===== src/rtl/ifetch_unit_if.sv =====
// Instruction-memory request/acknowledge bus between the fetch stage and imem.
interface ifetch_unit_if;
  logic        imem_req;
  logic [31:0] imem_addr;
  logic        imem_ack;
  logic [31:0] imem_rdata;

  modport master (
    output imem_req,
    output imem_addr,
    input  imem_ack,
    input  imem_rdata
  );

  modport slave (
    input  imem_req,
    input  imem_addr,
    output imem_ack,
    output imem_rdata
  );
endinterface


===== src/rtl/ifetch_unit.sv =====
// Instruction fetch stage: PC register, imem req/ack sequencing, branch redirect
// handling with in-flight drop, and a sticky timeout error.
module ifetch_unit #(
  parameter logic [31:0] RESET_PC    = 32'h0000_0000,
  parameter int          TIMEOUT_CYC = 16
) (
  input  logic               clk,
  input  logic               nrst,
  ifetch_unit_if.master      imem,
  input  logic               stall,
  input  logic               redirect,
  input  logic [31:0]        redirect_pc,
  output logic [31:0]        instr,
  output logic [31:0]        instr_pc,
  output logic [31:0]        pc_plus4,
  output logic               instr_valid,
  output logic               fetch_err
);

  typedef enum logic [2:0] {IDLE, REQ, VALID, DROP, ERR} state_t;

  localparam bit         TMO_EN   = (TIMEOUT_CYC != 0);
  localparam logic [7:0] TMO_LAST = 8'(TIMEOUT_CYC - 1);

  state_t      state_q;
  logic [31:0] fetch_pc_q;
  logic [31:0] tgt_q;
  logic [31:0] instr_q;
  logic [31:0] instr_pc_q;
  logic [31:0] pc_plus4_q;
  logic [7:0]  tmo_q;

  logic [31:0] redir_tgt_d;
  logic        tmo_hit_d;

  assign redir_tgt_d = {redirect_pc[31:2], 2'b00};
  assign tmo_hit_d   = TMO_EN && (tmo_q == TMO_LAST);

  always_ff @(posedge clk or negedge nrst) begin
    if (!nrst) begin
      state_q    <= IDLE;
      fetch_pc_q <= RESET_PC;
      tgt_q      <= RESET_PC;
      instr_q    <= 32'h0;
      instr_pc_q <= RESET_PC;
      pc_plus4_q <= RESET_PC + 32'd4;
      tmo_q      <= 8'h0;
    end else begin
      case (state_q)
        IDLE: begin
          if (redirect) fetch_pc_q <= redir_tgt_d;
          tmo_q   <= 8'h0;
          state_q <= REQ;
        end
        REQ: begin
          if (imem.imem_ack) begin
            tmo_q <= 8'h0;
            if (redirect) begin
              fetch_pc_q <= redir_tgt_d;
              state_q    <= REQ;
            end else begin
              instr_q    <= imem.imem_rdata;
              instr_pc_q <= fetch_pc_q;
              pc_plus4_q <= fetch_pc_q + 32'd4;
              state_q    <= VALID;
            end
          end else if (redirect) begin
            // The outstanding request cannot be withdrawn; park the target
            // until its ack arrives.
            tgt_q   <= redir_tgt_d;
            tmo_q   <= 8'h0;
            state_q <= DROP;
          end else if (tmo_hit_d) begin
            instr_q <= 32'h0;
            state_q <= ERR;
          end else begin
            tmo_q <= tmo_q + 8'd1;
          end
        end
        VALID: begin
          if (redirect) begin
            fetch_pc_q <= redir_tgt_d;
            instr_q    <= 32'h0;
            tmo_q      <= 8'h0;
            state_q    <= REQ;
          end else if (!stall) begin
            fetch_pc_q <= fetch_pc_q + 32'd4;
            tmo_q      <= 8'h0;
            state_q    <= REQ;
          end
        end
        DROP: begin
          if (imem.imem_ack) begin
            fetch_pc_q <= redirect ? redir_tgt_d : tgt_q;
            tmo_q      <= 8'h0;
            state_q    <= REQ;
          end else begin
            if (redirect) tgt_q <= redir_tgt_d;
            if (tmo_hit_d) begin
              instr_q <= 32'h0;
              state_q <= ERR;
            end else begin
              tmo_q <= tmo_q + 8'd1;
            end
          end
        end
        ERR: begin
          state_q <= ERR;
        end
        default: begin
          state_q <= IDLE;
        end
      endcase
    end
  end

  // Outputs are decoded from registered state only.
  assign imem.imem_req  = (state_q == REQ) || (state_q == DROP);
  assign imem.imem_addr = fetch_pc_q;
  assign instr_valid    = (state_q == VALID);
  assign fetch_err      = (state_q == ERR);
  assign instr          = instr_valid ? instr_q : 32'h0;
  assign instr_pc       = instr_pc_q;
  assign pc_plus4       = pc_plus4_q;

endmodule


===== src/flat_wrapper.sv =====
// flat-port wrapper written by rule: the top's interface ports become plain ports
module ifetch_unit_flat 
#(
  parameter logic [31:0] RESET_PC    = 32'h0000_0000,
  parameter int          TIMEOUT_CYC = 16
)
  (clk, nrst, stall, redirect, redirect_pc, instr, instr_pc, pc_plus4, instr_valid, fetch_err, imem_imem_req, imem_imem_addr, imem_imem_ack, imem_imem_rdata);
  ifetch_unit_if imem_i ();
  input  logic clk;
  input  logic nrst;
  input  logic stall;
  input  logic redirect;
  input  logic [31:0] redirect_pc;
  output logic [31:0] instr;
  output logic [31:0] instr_pc;
  output logic [31:0] pc_plus4;
  output logic instr_valid;
  output logic fetch_err;
  output wire logic [$bits(imem_i.imem_req)-1:0] imem_imem_req;
  output wire logic [$bits(imem_i.imem_addr)-1:0] imem_imem_addr;
  input wire logic [$bits(imem_i.imem_ack)-1:0] imem_imem_ack;
  input wire logic [$bits(imem_i.imem_rdata)-1:0] imem_imem_rdata;
  assign imem_imem_req = imem_i.imem_req;
  assign imem_imem_addr = imem_i.imem_addr;
  assign imem_i.imem_ack = imem_imem_ack;
  assign imem_i.imem_rdata = imem_imem_rdata;
  ifetch_unit #(.RESET_PC(RESET_PC), .TIMEOUT_CYC(TIMEOUT_CYC)) u_core (.clk(clk), .nrst(nrst), .imem(imem_i), .stall(stall), .redirect(redirect), .redirect_pc(redirect_pc), .instr(instr), .instr_pc(instr_pc), .pc_plus4(pc_plus4), .instr_valid(instr_valid), .fetch_err(fetch_err));
endmodule

===== config.mk =====
export PLATFORM = sky130hd
export DESIGN_NAME = ifetch_unit_flat
export DESIGN_NICKNAME = d
export VERILOG_FILES = /design/src/rtl/ifetch_unit_if.sv /design/src/rtl/ifetch_unit.sv /design/src/flat_wrapper.sv
export SDC_FILE = /design/constraint.sdc
export NUM_CORES = 1
export LEC_CHECK = 0
export CAP_MARGIN = 20
export CORE_AREA = 2 2 117 148
export CTS_CLUSTER_DIAMETER = 60
export DETAILED_ROUTE_END_ITERATION = 10
export DIE_AREA = 0 0 119 150
export GPL_TIMING_DRIVEN = 0
export PLACE_DENSITY = 0.89
export SLEW_MARGIN = 20
export SYNTH_ARGS = -nofsm -noshare
export SYNTH_HDL_FRONTEND = slang
export SYNTH_SLANG_ARGS = --single-unit

===== constraint.sdc =====
create_clock -name clk -period 2.6 [get_ports clk]
set_input_delay 0.39 -clock clk [delete_from_list [all_inputs] [get_ports clk]]
set_output_delay 0.39 -clock clk [all_outputs]
set_load 0.01 [all_outputs]

==> results by group <==
Logic synthesis
  • Syn avg cell area: 9.61 um2
  • Most common cell in the netlist: nand2_1
  • Area leader, netlist: dfrtp_1
  • Post-synthesis cell type count: 55
  • Sequential area share after synthesis: 52.1%
  • Top post-synthesis cells by area: dfrtp_1 52%, nand2_1 8.0%, o21ai_0 4.9%
  • Register bit count reported by yosys: 169
  • Yosys warns: 0
  • Synth Instances: 844
  • Post-synth ARST share: 100%
  • Share of the synthesized area in the top cell type: 51.8%
  • Synthesized area: roughly 8100 um2
  • Dominant synthesized flop cell: dfrtp_1
  • Count of flip-flops with a built-in enable after synthesis: 0
  • Syn Nets: 915
  • Commonest cells post-synth: 172 x nand2_1, 168 x dfrtp_1, 79 x o21ai_0, 58 x clkbuf_1, 39 x and2_1

Power and ir drop
  • Combinational power share: between 40% and 50%
  • Clock Power Share: 21.5%
  • P_int: a little under 8 mW
  • Static Leak: about 5.2 nW
  • Switch share: 35.8%
  • Seq pwr share: a little under two fifths
  • Worst VDD drop: approximately 0.44 mV
  • Switching power: 4.31 mW
  • PD cells: 1080 nW/um2

Floorplan
  • Effective utilization at floorplan: 49.1%
  • Die width: approximately 120 um
  • Row count: 53
  • I/O pin count: 200
  • Die area: 17,900 um2
  • Core outline area: 16,500 um2
  • Chip height: 150 um

Global routing
  • GRT Overall Usage: a little over a quarter
  • Largest net degree at the start of global routing: 99
  • Met1 Usage GRT: 32.4%
  • First-pass GRT wire length: 37,600 um
  • Antenna violations before repair: 1
  • Grt met3 use: 6.52%
  • Vias in the first global route: 7,247
  • Grt met2 use: between 40% and 50%
  • Congestion Overflow GR: 0
  • Most used routing layer: met2

Critical path
  • R2R Setup Slk: between 0.1 and 0.15 ns
  • Worst path max stage delay: about 0.6 ns
  • Critical path origin: u_core.state_q[0]
  • Reg2reg path depth: 8
  • CP arrival: 2.12 ns
  • Crit Path Class: flop to output pin
  • Worst Path Required: roughly 2.2 ns
  • Crit end category: output pin
  • Reg2reg start: u_core.imem.imem_addr[3]
  • Worst setup SP type: flop
  • Worst-path cell chain: clkbuf_8, clkbuf_2, nor3b_2, clkdlybuf4s50_1
  • RR Endpoint: u_core.imem.imem_addr[28]
  • Worst-path maximum fanout: 10
  • Crit path max-delay cell type: clkdlybuf4s50_1

STA
  • RSZ-0062 raised after global routing: false
  • Post-route minimum period: 2.51 ns
  • Hold Fails Final Rpt: 0
  • Skew final: 0.00976 ns
  • Slew HR: approximately 59%
  • Final setup fails: 0
  • Fin crit share: 96.6%
  • Fmax: 0.398 GHz
  • Slew at the pin closest to its max-slew limit: 0.622 ns
  • Final Max Slew Viols: 0

Min path
  • Hold Path Sink: u_core.instr_pc[19]
  • HP Start: u_core.instr_pc[19]
  • Hold path cells: 2
  • HP Class: flop to flop

Finish
  • Util after Layout: 67.2%
  • Post-route cell area: approximately 11,000 um2
  • Post-Layout Cell Count: 1,298
  • Nets: 1,137
  • Layout cell share with drive strength beyond 1: around 9%
  • Area delta synth->final: 36.8%

Route
  • Final WL: about 24,000 um
  • Vias: 7,376
  • Initial drt markers: 686
  • Routed Antenna Nets: 0
  • Via-to-Cell Ratio: ~5.7
  • Post-DR wirelength/cell: 18.4 um
  • DR pass1 iterations: 5
  • DRC viols: 0

CTS
  • CTS root buf: clkbuf_16
  • Worst skew pair latency: 0.44 ns
  • H-tree level count: 4
  • Sink Count: approximately 170
  • Reg clk slew, reported paths: 0.06 ns
  • CTS tree: done
  • Cts bufs inserted: 17
  • Bufs on Longest Clock Path: 2

Place
  • Port Buffers: between 150 and 200
  • HPWL Detailed: roughly 17,000 um
  • Placed Cells: 1,261
  • GP Congestion: 0.894
  • Placed inst area: 10,400 um2

Run
  • Max_cap viols: 0

Status
  • Run status: completed
-- worst max-delay path by stage --
| stage | cells after the start | slack, ns | endpoint |
|---|---|---|---|
| 4_1_cts | 6 | 0.006 | instr[18] |
| 3_3_place_gp | 1 | -5.78 | u_core.instr_pc[22] |
| 6_report | 4 | 0.09 | fetch_err |
| 5_1_grt | 4 | 0.02 | fetch_err |
| 2_1_floorplan | 7 | 0.47 | u_core.imem.imem_addr[30] |
| 3_5_place_dp | 5 | -0.48 | instr[30] |
-- layer usage --
metal  wire (um)  vias up
li1            -     3373
met1        9150     3546
met2       11800      379
met3        1910       78
met4        1070        0
met5           0        -
-- metrics by stage --
step                      setup TNS, ns  setup WS [ns]  total power, mW  hold slack [ns]
after floorplan                       0          0.469             6.88           0.0944
after global placement          -986.19          -5.78             9.18            0.458
after detailed placement         -18.63         -0.482             9.33            0.405
after CTS                             0        0.00628             12.0            0.478
after global routing                  0         0.0161             12.7            0.501
final                                 0         0.0878             12.0            0.477
-- kinds of logic after synthesis --
family,after synthesis,synth area share [%]
AO/OA/AOI/OAI,204,16.2
XOR/XNOR,31,3.35
adder cells (fa/ha/maj),2,0.308
buffers and inverters,76,3.72
flip-flops,169,52.1
multiplexers,33,4.53
AND/OR/NAND/NOR,329,19.8
-- worst max-delay path, delay by kind of cell (launching register included) --
family	cells	cell delay, ns
flip-flops	1	0.40
AND/OR/NAND/NOR	1	0.30
buffers and inverters	3	1.00
-- what timing repair did --
action                     4_1_cts  5_1_grt
gates resized for setup         39       13
hold buffers                     1        0
pin swaps                        1        1
buffers inserted                 2        3
hold endpoints to repair        71        0
setup endpoints to repair       35       30
-- final cells by class --
class	count	area [um2]
plain buffers	67	307
diodes	1	2.50
flip-flops and latches	169	4230
fillers	1257	5410
clock buffers	22	474
well taps	220	275
repair buffers	203	2050
clock inverters	8	120
multi-input cells	599	3610
inverters	9	33.8
-- placed cells by master, fill, tap and decap left out, types with 6 or more instances in the layout --
| cell | n |
|---|---|
| nand3_1 | 14 |
| dfrtp_1 | 168 |
| and3_1 | 22 |
| o21ai_1 | 13 |
| clkbuf_16 | 17 |
| o2bb2ai_1 | 13 |
| nand2_1 | 172 |
| nor2_1 | 37 |
| clkdlybuf4s50_1 | 163 |
| dlymetal6s2s_1 | 11 |
| xnor2_1 | 23 |
| inv_1 | 9 |
| nand4_1 | 6 |
| clkbuf_8 | 6 |
| dlygate4sd2_1 | 21 |
| buf_2 | 6 |
| o21ai_0 | 79 |
| mux2_2 | 30 |
| a22o_1 | 33 |
| and2_1 | 39 |
| a21oi_1 | 29 |
| buf_4 | 7 |
| xor2_1 | 8 |
| clkbuf_1 | 54 |
| nor3_1 | 6 |
-- state kept, by name, summed over array words and instances, names as in the netlist --
register and flops:
u_core.instr_pc 32, u_core.tmo_q 8, u_core.state_q 3, u_core.pc_plus4 30, u_core.imem.imem_addr 32, u_core.tgt_q 32
u_core.instr_q 32
-- power groups by stage --
stage	sequential, mW	combinational, mW	clock (mW)
6_report	4.58	4.86	2.59
5_1_grt	4.71	5.25	2.73
4_1_cts	4.56	4.81	2.61
3_5_place_dp	4.58	4.76	0
3_3_place_gp	4.56	4.62	0
2_1_floorplan	4.67	2.21	0
No activity file was read; power rests on OpenSTA's default activity.
